[config.mk]
export PLATFORM = sky130hd
export DESIGN_NAME = history_buffer_flat
export DESIGN_NICKNAME = d
export VERILOG_FILES = /design/src/rtl/history_buffer_if.sv /design/src/rtl/history_buffer.sv /design/src/flat_wrapper.sv
export SDC_FILE = /design/constraint.sdc
export NUM_CORES = 1
export LEC_CHECK = 0
export BUFFER_PORTS_ARGS = -buffer_cell sky130_fd_sc_hd__buf_2
export CAP_MARGIN = 20
export CELL_PAD_IN_SITES_DETAIL_PLACEMENT = 1
export CELL_PAD_IN_SITES_GLOBAL_PLACEMENT = 1
export CORE_UTILIZATION = 55
export DETAILED_ROUTE_END_ITERATION = 16
export PLACE_DENSITY = 0.84
export SLEW_MARGIN = 5
export SYNTH_ARGS = -nofsm -noshare
export SYNTH_HDL_FRONTEND = slang
export SYNTH_SLANG_ARGS = --single-unit
export TNS_END_PERCENT = 5
[constraint.sdc]
create_clock -name clk -period 5.76 [get_ports clk]
set_clock_uncertainty 0.15 [all_clocks]
set_input_delay 0.576 -clock clk [delete_from_list [all_inputs] [get_ports clk]]
set_output_delay 0.576 -clock clk [all_outputs]
set_load 0.02 [all_outputs]
[src/rtl/history_buffer_if.sv]
`default_nettype none
// ============================================================================
//  Module   : history_buffer_if
//  Purpose  : Bundles the player-facing controls and the history display
//             outputs of history_buffer into one interface.
//  Signals  : mode          - 0 = guess mode, 1 = history (browse) mode
//             btn_up        - level input, browse forward
//             btn_down      - level input, browse backward
//             btn_select    - level input, commit current guess
//             guess         - current guess, peg i at [i*COLOR_W +: COLOR_W]
//             selection     - displayed history entry, same packing
//             selected_turn - index of the displayed entry
//             turn_count    - number of committed turns
//             last_turn     - buffer full
//             commit_ack    - one-cycle pulse per accepted commit
//             commit_rej    - one-cycle pulse per refused commit
//  Modports : master (player / bench side), slave (history_buffer side)
//  Revision : 1.0 - initial release
// ============================================================================
interface history_buffer_if #(
  parameter int PEGS    = 4,
  parameter int COLOR_W = 3,
  parameter int DEPTH   = 8
);
  localparam int TW = $clog2(DEPTH);
  localparam int CW = $clog2(DEPTH + 1);

  logic                    mode;
  logic                    btn_up;
  logic                    btn_down;
  logic                    btn_select;
  logic [PEGS*COLOR_W-1:0] guess;
  logic [PEGS*COLOR_W-1:0] selection;
  logic [TW-1:0]           selected_turn;
  logic [CW-1:0]           turn_count;
  logic                    last_turn;
  logic                    commit_ack;
  logic                    commit_rej;

  modport master (
    output mode, btn_up, btn_down, btn_select, guess,
    input  selection, selected_turn, turn_count, last_turn, commit_ack, commit_rej
  );

  modport slave (
    input  mode, btn_up, btn_down, btn_select, guess,
    output selection, selected_turn, turn_count, last_turn, commit_ack, commit_rej
  );
endinterface
`default_nettype wire

[src/rtl/history_buffer.sv]
`default_nettype none
// ============================================================================
//  Module   : history_buffer
//  Purpose  : Stores up to DEPTH committed guesses of a code-breaking game
//             and lets the player browse them with up/down buttons.
//  Ports    : clk   - single clock, rising edge
//             reset - asynchronous, active-low
//             bus   - history_buffer_if.slave (controls in, display out)
//  Revision : 1.0 - initial release
// ============================================================================
module history_buffer #(
  parameter int PEGS    = 4,
  parameter int COLOR_W = 3,
  parameter int DEPTH   = 8
) (
  input  logic             clk,
  input  logic             reset,
  history_buffer_if.slave  bus
);
  localparam int TW = $clog2(DEPTH);
  localparam int CW = $clog2(DEPTH + 1);
  localparam int DW = PEGS * COLOR_W;
  localparam logic [CW-1:0] c_DEPTH = CW'(DEPTH);

  typedef enum logic [1:0] {
    GUESS  = 2'd0,
    BROWSE = 2'd1,
    FULL   = 2'd2
  } state_t;

  state_t          r_state;
  state_t          w_state_next;

  logic            r_up_q;
  logic            r_down_q;
  logic            r_sel_q;
  logic [DW-1:0]   r_entries [DEPTH];
  logic [CW-1:0]   r_turn_count;
  logic [TW-1:0]   r_selected_turn;
  logic [DW-1:0]   r_selection;
  logic            r_last_turn;
  logic            r_commit_ack;
  logic            r_commit_rej;

  logic            w_up_edge;
  logic            w_down_edge;
  logic            w_sel_edge;
  logic            w_commit;
  logic            w_reject;
  logic [TW-1:0]   w_latest;
  logic [TW-1:0]   w_sel_turn_next;
  logic [CW-1:0]   w_turn_next;

  // A held button yields one edge: only the first cycle sees a 0 copy.
  assign w_up_edge   = bus.btn_up     & ~r_up_q;
  assign w_down_edge = bus.btn_down   & ~r_down_q;
  assign w_sel_edge  = bus.btn_select & ~r_sel_q;

  // ---------------------------------------------------------------- FSM
  always_ff @(posedge clk or negedge reset) begin
    if (!reset) begin
      r_state <= GUESS;
    end else begin
      r_state <= w_state_next;
    end
  end

  // Commits and rejects are only evaluated while mode is 0, so a select
  // edge coinciding with mode rising is dropped.
  always_comb begin
    w_state_next = r_state;
    w_commit     = 1'b0;
    w_reject     = 1'b0;
    case (r_state)
      GUESS: begin
        if (bus.mode) begin
          w_state_next = BROWSE;
        end else if (w_sel_edge && (r_turn_count != c_DEPTH)) begin
          w_commit = 1'b1;
          if (r_turn_count == c_DEPTH - CW'(1)) begin
            w_state_next = FULL;
          end
        end
      end
      BROWSE: begin
        if (!bus.mode) begin
          w_state_next = (r_turn_count == c_DEPTH) ? FULL : GUESS;
        end
      end
      FULL: begin
        if (bus.mode) begin
          w_state_next = BROWSE;
        end else if (w_sel_edge) begin
          w_reject = 1'b1;
        end
      end
      default: begin
        w_state_next = GUESS;
      end
    endcase
  end

  // ------------------------------------------------- turn / cursor logic
  always_comb begin
    w_latest        = (r_turn_count == '0) ? '0 : TW'(r_turn_count - CW'(1));
    w_turn_next     = w_commit ? (r_turn_count + CW'(1)) : r_turn_count;
    w_sel_turn_next = r_selected_turn;
    if (r_state == BROWSE) begin
      // Opposing edges in the same cycle cancel out.
      if (w_up_edge && !w_down_edge &&
          ((CW'(r_selected_turn) + CW'(1)) < r_turn_count)) begin
        w_sel_turn_next = r_selected_turn + TW'(1);
      end else if (w_down_edge && !w_up_edge && (r_selected_turn != '0)) begin
        w_sel_turn_next = r_selected_turn - TW'(1);
      end
    end else if (w_commit) begin
      // Newly written entry becomes the latest one.
      w_sel_turn_next = TW'(r_turn_count);
    end else begin
      // Outside browsing the cursor follows the latest entry, which also
      // makes it correct on entry into BROWSE.
      w_sel_turn_next = w_latest;
    end
  end

  // ------------------------------------------------------- datapath
  always_ff @(posedge clk or negedge reset) begin
    if (!reset) begin
      r_up_q          <= 1'b0;
      r_down_q        <= 1'b0;
      r_sel_q         <= 1'b0;
      r_turn_count    <= '0;
      r_selected_turn <= '0;
      r_selection     <= '0;
      r_last_turn     <= 1'b0;
      r_commit_ack    <= 1'b0;
      r_commit_rej    <= 1'b0;
      for (int i = 0; i < DEPTH; i++) begin
        r_entries[i] <= '0;
      end
    end else begin
      r_up_q          <= bus.btn_up;
      r_down_q        <= bus.btn_down;
      r_sel_q         <= bus.btn_select;
      if (w_commit) begin
        r_entries[TW'(r_turn_count)] <= bus.guess;
      end
      r_turn_count    <= w_turn_next;
      r_selected_turn <= w_sel_turn_next;
      // Entries are cleared on reset, so an empty buffer displays zeros.
      r_selection     <= r_entries[r_selected_turn];
      r_last_turn     <= (w_turn_next == c_DEPTH);
      r_commit_ack    <= w_commit;
      r_commit_rej    <= w_reject;
    end
  end

  assign bus.selection     = r_selection;
  assign bus.selected_turn = r_selected_turn;
  assign bus.turn_count    = r_turn_count;
  assign bus.last_turn     = r_last_turn;
  assign bus.commit_ack    = r_commit_ack;
  assign bus.commit_rej    = r_commit_rej;
endmodule
`default_nettype wire

[src/flat_wrapper.sv]
// flat-port wrapper written by rule: the top's interface ports become plain ports
module history_buffer_flat 
#(
  parameter int PEGS    = 4,
  parameter int COLOR_W = 3,
  parameter int DEPTH   = 8
)
  (clk, reset, bus_mode, bus_btn_up, bus_btn_down, bus_btn_select, bus_guess, bus_selection, bus_selected_turn, bus_turn_count, bus_last_turn, bus_commit_ack, bus_commit_rej);
  history_buffer_if #(.PEGS(PEGS), .COLOR_W(COLOR_W), .DEPTH(DEPTH)) bus_i ();
  input  logic clk;
  input  logic reset;
  input wire logic [$bits(bus_i.mode)-1:0] bus_mode;
  input wire logic [$bits(bus_i.btn_up)-1:0] bus_btn_up;
  input wire logic [$bits(bus_i.btn_down)-1:0] bus_btn_down;
  input wire logic [$bits(bus_i.btn_select)-1:0] bus_btn_select;
  input wire logic [$bits(bus_i.guess)-1:0] bus_guess;
  output wire logic [$bits(bus_i.selection)-1:0] bus_selection;
  output wire logic [$bits(bus_i.selected_turn)-1:0] bus_selected_turn;
  output wire logic [$bits(bus_i.turn_count)-1:0] bus_turn_count;
  output wire logic [$bits(bus_i.last_turn)-1:0] bus_last_turn;
  output wire logic [$bits(bus_i.commit_ack)-1:0] bus_commit_ack;
  output wire logic [$bits(bus_i.commit_rej)-1:0] bus_commit_rej;
  assign bus_i.mode = bus_mode;
  assign bus_i.btn_up = bus_btn_up;
  assign bus_i.btn_down = bus_btn_down;
  assign bus_i.btn_select = bus_btn_select;
  assign bus_i.guess = bus_guess;
  assign bus_selection = bus_i.selection;
  assign bus_selected_turn = bus_i.selected_turn;
  assign bus_turn_count = bus_i.turn_count;
  assign bus_last_turn = bus_i.last_turn;
  assign bus_commit_ack = bus_i.commit_ack;
  assign bus_commit_rej = bus_i.commit_rej;
  history_buffer #(.PEGS(PEGS), .COLOR_W(COLOR_W), .DEPTH(DEPTH)) u_core (.clk(clk), .reset(reset), .bus(bus_i));
endmodule
## Word level (Yosys, flattened, before mapping)

Index checks and enable logic that the tools add are counted.

| cells by class | value |
|---|---|
| bitwise gates (word level) | 8 |
| order comparisons | 4 |
| muxes and demuxes | 25 |
| equal/unequal tests | 11 |
| add/subtract/negate cells | 5 |
| reductions and logical operators | 12 |

Operators by type and width:

| cell | count |
|---|---|
| $bwmux 96 | 1 |
| $bmux 12 s3 | 1 |
| $demux 12 s3 | 1 |
| $mux 12 | 3 |
| $mux 3 | 5 |
| $mux 2 | 6 |
| $eq 4x4->1 const B | 2 |
| $ge 4x4->1 const B | 2 |
| $not 3->4 | 2 |
| $logic_and 1x1->1 | 6 |
| $mux 1 | 6 |
| $ne 3x2->1 const B | 2 |
| $pmux 2 s3 | 1 |
| $sub 3x1->3 const B | 2 |
| $add 3x1->4 const B | 1 |
| $add 4x1->4 const B | 1 |
| $eq 4x3->1 const B | 1 |
| $logic_not 4->1 | 1 |
| $lt 4x1->1 const B | 1 |
| $lt 4x4->1 | 1 |
| $mux 4 | 1 |
| $ne 2x2->1 const B | 2 |
| $ne 4x4->1 const B | 1 |
| $reduce_and 4->1 | 1 |
| 9 further kinds | 14 |

| word-level totals | value |
|---|---|
| input bits | 18 |
| logic and storage cells | 83 |
| bits in registers | 123 |
| output and inout bits | 22 |

## Longest topological paths before layout

| logic depth | value |
|---|---|
| depth after elaboration | 8 |
| gate-level depth with buffers | 13 |
| gate-level depth less buffers | 11 |

## Least setup slack after synthesis

Ideal clock, no wire load.

| timing | value |
|---|---|
| path type | register to register |
| start | reg u_core.r_selected_turn[0], in the netlist u_core.bus.selected_turn[0] |
| end | reg u_core.r_selected_turn[2], in the netlist u_core.bus.selected_turn[2] |
| arrival | 3,234 ps |
| path slack | 2,247 ps |
| stages on the path, launching flop included | 14 |
| setup time | 129 ps |
| period minus slack after synthesis | 3,513 ps |
| buffers on the path | 2 |
| required time | 5,481 ps |
| path through | dfrtp_1 clkbuf_1 buf_2 inv_1 ha_1 ha_1 a21boi_0 o211ai_1 nand2_1 fa_1 nor4bb_1 a2bb2oi_1 xor2_1 o21ai_0 |

| on the way | value |
|---|---|
| longest elaborated chain between the ends | 5 |
| elaborated cells on any way between the ends | 11 |
| those cells by class | 3 x add/sub; 1 x order compare; 1 x eq/ne; 3 x mux; 3 x reduce/logical |

RTL lines:

| element | line | text |
|---|---|---|
| start, declared | history_buffer.sv:39 | `logic [TW-1:0] r_selected_turn;` |
| start signal, assigned | history_buffer.sv:149 | `r_selected_turn <= w_sel_turn_next;` |
| $add 3x1->4 | history_buffer.sv:111 | `((CW'(r_selected_turn) + CW'(1)) < r_turn_count)) begin` |
| $lt 4x4->1 | history_buffer.sv:111 |  |
| $logic_and 1x1->1 | history_buffer.sv:110 | `if (w_up_edge && !w_down_edge &&` |
| $mux 3 | history_buffer.sv:110 |  |
| $mux 3 | history_buffer.sv:108 | `if (r_state == BROWSE) begin` |

Several ways; a longest one is shown, not always the timed one. The select of a mux whose other input is x is not followed.
A chain may end at the register's enable or synchronous reset.

## Worst setup path in the final report

Ends and elaborated chain as after synthesis.

==> key figures <==
Run status
  • Status: finished, final reports clean

Clock network
  • Clk Latency, worst-skew pair: 0.53 ns
  • Clock tree buffer depth: 2
  • Clock Root Buffer: clkbuf_8
  • H-Tree Level Count: 4
  • Worst-path clk slew: ~0.060 ns
  • TritonCTS sink count: 123
  • TritonCTS clock tree: yes
  • CTS buffer count: 17
  • Cts repair resizes: 0
  • Post-CTS setup repair buffer count: 0
  • CTS Hold Bufs: 3

Layout
  • Area growth, synth to finish: 15.5%
  • Fillers: 898
  • Final instance area: around 6400 um2
  • Post-Layout Cell Count: approximately 550
  • Share of cells above drive strength 1: 51.1%
  • Nets: between 400 and 500
  • Final Util: 65.6%
  • # diodes: 0

Worst setup path
  • Crit. End Element: flop
  • Crit path kind: reg2reg
  • R2R Setup Slk: between 2 and 2.5 ns
  • Critical Path RT: 6.01 ns
  • Worst-path fanout max: 30
  • CP Data Arrival Time: 3.90 ns
  • Startpoint types: flop

Job
  • MaxCap Viol Count: 0

Drt
  • DRT Wirelength: roughly 13,000 um
  • Vias: 3,200
  • Via-to-Cell Ratio: 5.84
  • # DRC: 0
  • DR WL/cell: 23.4 um
  • Final ANT Viol Nets: 0
  • Initial DRC Count: 117
  • First-pass DRT Iterations: 4

Die
  • Die height: 102 um
  • DIE AREA: 10,500 um2
  • Row Count: 36
  • # IOs: 40
  • Chip width: around 100 um
  • Core Region: 9770 um2
  • Starting Density: a little under three fifths

STA
  • Tmin final: between 3 and 4 ns
  • Hold Fails Final Rpt: 0
  • Slew at the pin closest to its max-slew limit: approximately 0.96 ns
  • Fin crit share: 63.4%
  • Max-slew violations: 0
  • F_max: 0.274 GHz
  • Final WS setup: 2.11 ns
  • Final setup TNS: 0 ns
  • Final setup vio count: 0
  • Slew HR: a little over a third
  • RSZ-0062 raised after global routing: no

Synth
  • Post-Synthesis Cells: 358
  • Netlist cell types: 41
  • Synthesized Nets: 384
  • Synth warnings: 0
  • Avg Cell Area, Syn: 15.5 um2
  • Netlist Area Pre-Place: 5550 um2
  • Sequential fraction of the synthesis area: 55.5%
  • Synth Register Bits: 123

Global routing
  • Total track usage: 28.2%
  • Initial antenna violation count: 0
  • First-pass GRT wire length: 20,500 um
  • Largest net degree at the start of global routing: 65
  • Grt total ovfl: 0
  • Number of global-route vias before repair: 3,617

Power
  • VDD IR max: 0.000346 V
  • Power per cell area: about 530 nW/um2
  • Leak: between 3 and 4 nW

Hold path
  • Worst Hold Class: in2reg

Placed design
  • Pre-CTS setup slack: 2.08 ns
  • Placed inst area: 5830 um2
  • HPWL after DPL: approximately 7300 um
  • IO Port Bufs: 39
  • RePlAce Congestion: between 0.7 and 0.8
  • Placed cells: 513
==> cell usage after synthesis <==
library cell	instances	area share, %
a2111oi_4	1	0.50
a21boi_0	3	0.41
a21oi_1	3	0.27
a22o_1	1	0.16
a22oi_1	1	0.14
a2bb2oi_1	1	0.16
a31oi_1	1	0.11
and2_4	1	0.16
and3_1	1	0.11
and4_1	1	0.16
buf_1	4	0.27
buf_2	3	0.27
buf_4	3	0.41
buf_6	2	0.41
clkbuf_1	7	0.47
dfrtp_1	123	55
fa_1	1	0.36
ha_1	7	1.6
inv_1	8	0.54
mux2_1	1	0.20
mux2_2	97	20
mux2_4	10	2.7
mux4_2	24	9.7
nand2_1	8	0.54
nand2_2	3	0.34
nand2b_1	4	0.45
nand3_1	5	0.45
nand3_2	1	0.18
nor2_1	8	0.54
nor2b_1	2	0.23
nor3_1	3	0.27
nor3_2	1	0.18
nor3b_1	2	0.27
nor4bb_1	1	0.18
o2111ai_1	1	0.16
o211ai_1	1	0.14
o21ai_0	5	0.45
o22a_1	1	0.16
or2_1	1	0.11
xnor2_1	5	0.79
xor2_1	2	0.32
==> power by group <==
| part | internal [mW] | switching [mW] | total [mW] | leakage [nW] |
|---|---|---|---|---|
| Sequential | 1.16 | 0.299 | 1.46 | 1.63 |
| Clock | 0.582 | 0.397 | 0.979 | 0.263 |
| Combinational | 0.567 | 0.410 | 0.977 | 1.21 |
==> worst paths after layout <==
kind                                              from                     endpoint  cells past startpoint
max reg2reg                u_core.bus.selected_turn[0]  u_core.bus.selected_turn[2]                     11
min reg2reg                       u_core.r_entries[45]         u_core.r_entries[45]                      1
max                        u_core.bus.selected_turn[0]  u_core.bus.selected_turn[2]                     11
max in group asynchronous                        reset         u_core.r_entries[18]                      3
min in group asynchronous                        reset         u_core.bus.last_turn                      2
min                                         bus_btn_up                u_core.r_up_q                      1
==> cells in the final DEF (no fill, tap or decap), drive strengths merged, types with 5 or more instances in the layout <==
| cell | n |
|---|---|
| mux4 | 24 |
| dfrtp | 123 |
| clkinv | 8 |
| inv | 9 |
| nor2 | 8 |
| xnor2 | 5 |
| mux2 | 108 |
| o21ai | 5 |
| clkbuf | 18 |
| ha | 7 |
| nand2 | 11 |
| buf | 41 |
| nand3 | 6 |
==> area by class of cell <==
type / instances / area (um2) / share of cell area (%)
flip-flops and latches: 123 / 3080 / 48.0
multi-input cells: 208 / 2340 / 36.5
clock buffers: 18 / 428 / 6.67
repair buffers: 44 / 243 / 3.79
well taps: 133 / 166 / 2.60
clock inverters: 14 / 124 / 1.93
inverters: 8 / 30.0 / 0.468
==> registers in the layout (all words and copies together) (netlist names) <==
| name | count |
|---|---|
| u_core.r_sel_q | 1 |
| u_core.bus.last_turn | 1 |
| u_core.r_state | 2 |
| u_core.bus.selection | 12 |
| u_core.bus.turn_count | 4 |
| u_core.bus.commit_ack | 1 |
| u_core.r_up_q | 1 |
| u_core.r_entries | 96 |
| u_core.bus.commit_rej | 1 |
| u_core.bus.selected_turn | 3 |
| u_core.r_down_q | 1 |
==> critical path: stages, from the launching register on <==
cell and delay [ns]:
dfrtp_2 1.00, inv_1 0.19, ha_1 0.35, ha_1 0.26, a21boi_0 0.12, o211ai_1 0.32
nand2_1 0.11, fa_1 0.41, nor4bb_1 0.16, a2bb2oi_1 0.22, xor2_1 0.15, o21ai_0 0.09
==> metal layers <==
layer  vias to the layer above  part of all wire (%)  global-route usage [%]
li1                       1397                     -                       -
met1                      1710                    42                    35.9
met2                        79                    52                    46.5
met3                        14                   3.9                    7.93
met4                         0                   1.5                    10.1
met5                         -                     0                       0
==> kinds of logic (layout without fill, tap and decap cells) <==
family          after synthesis  after routing  share of synthesized area, %
compound gates               19             19                          2.64
xor+xnor                      7              7                          1.10
fa+ha+maj                     8              8                          1.94
buf+inv                      27             84                          2.37
flops                       123            123                          55.5
mux                         132            132                          32.3
simple gates                 42             42                          4.17
==> per-stage QoR <==
| stage | hold WS [ns] | total power, mW |
|---|---|---|
| floorplan | 0.130 | 2.12 |
| global placement | 0.327 | 2.33 |
| detailed placement | 0.337 | 2.41 |
| CTS | 0.00129 | 3.45 |
| global route | 0.00183 | 3.60 |
| finish | 0.0285 | 3.42 |
No activity file was read; power rests on OpenSTA's default activity.
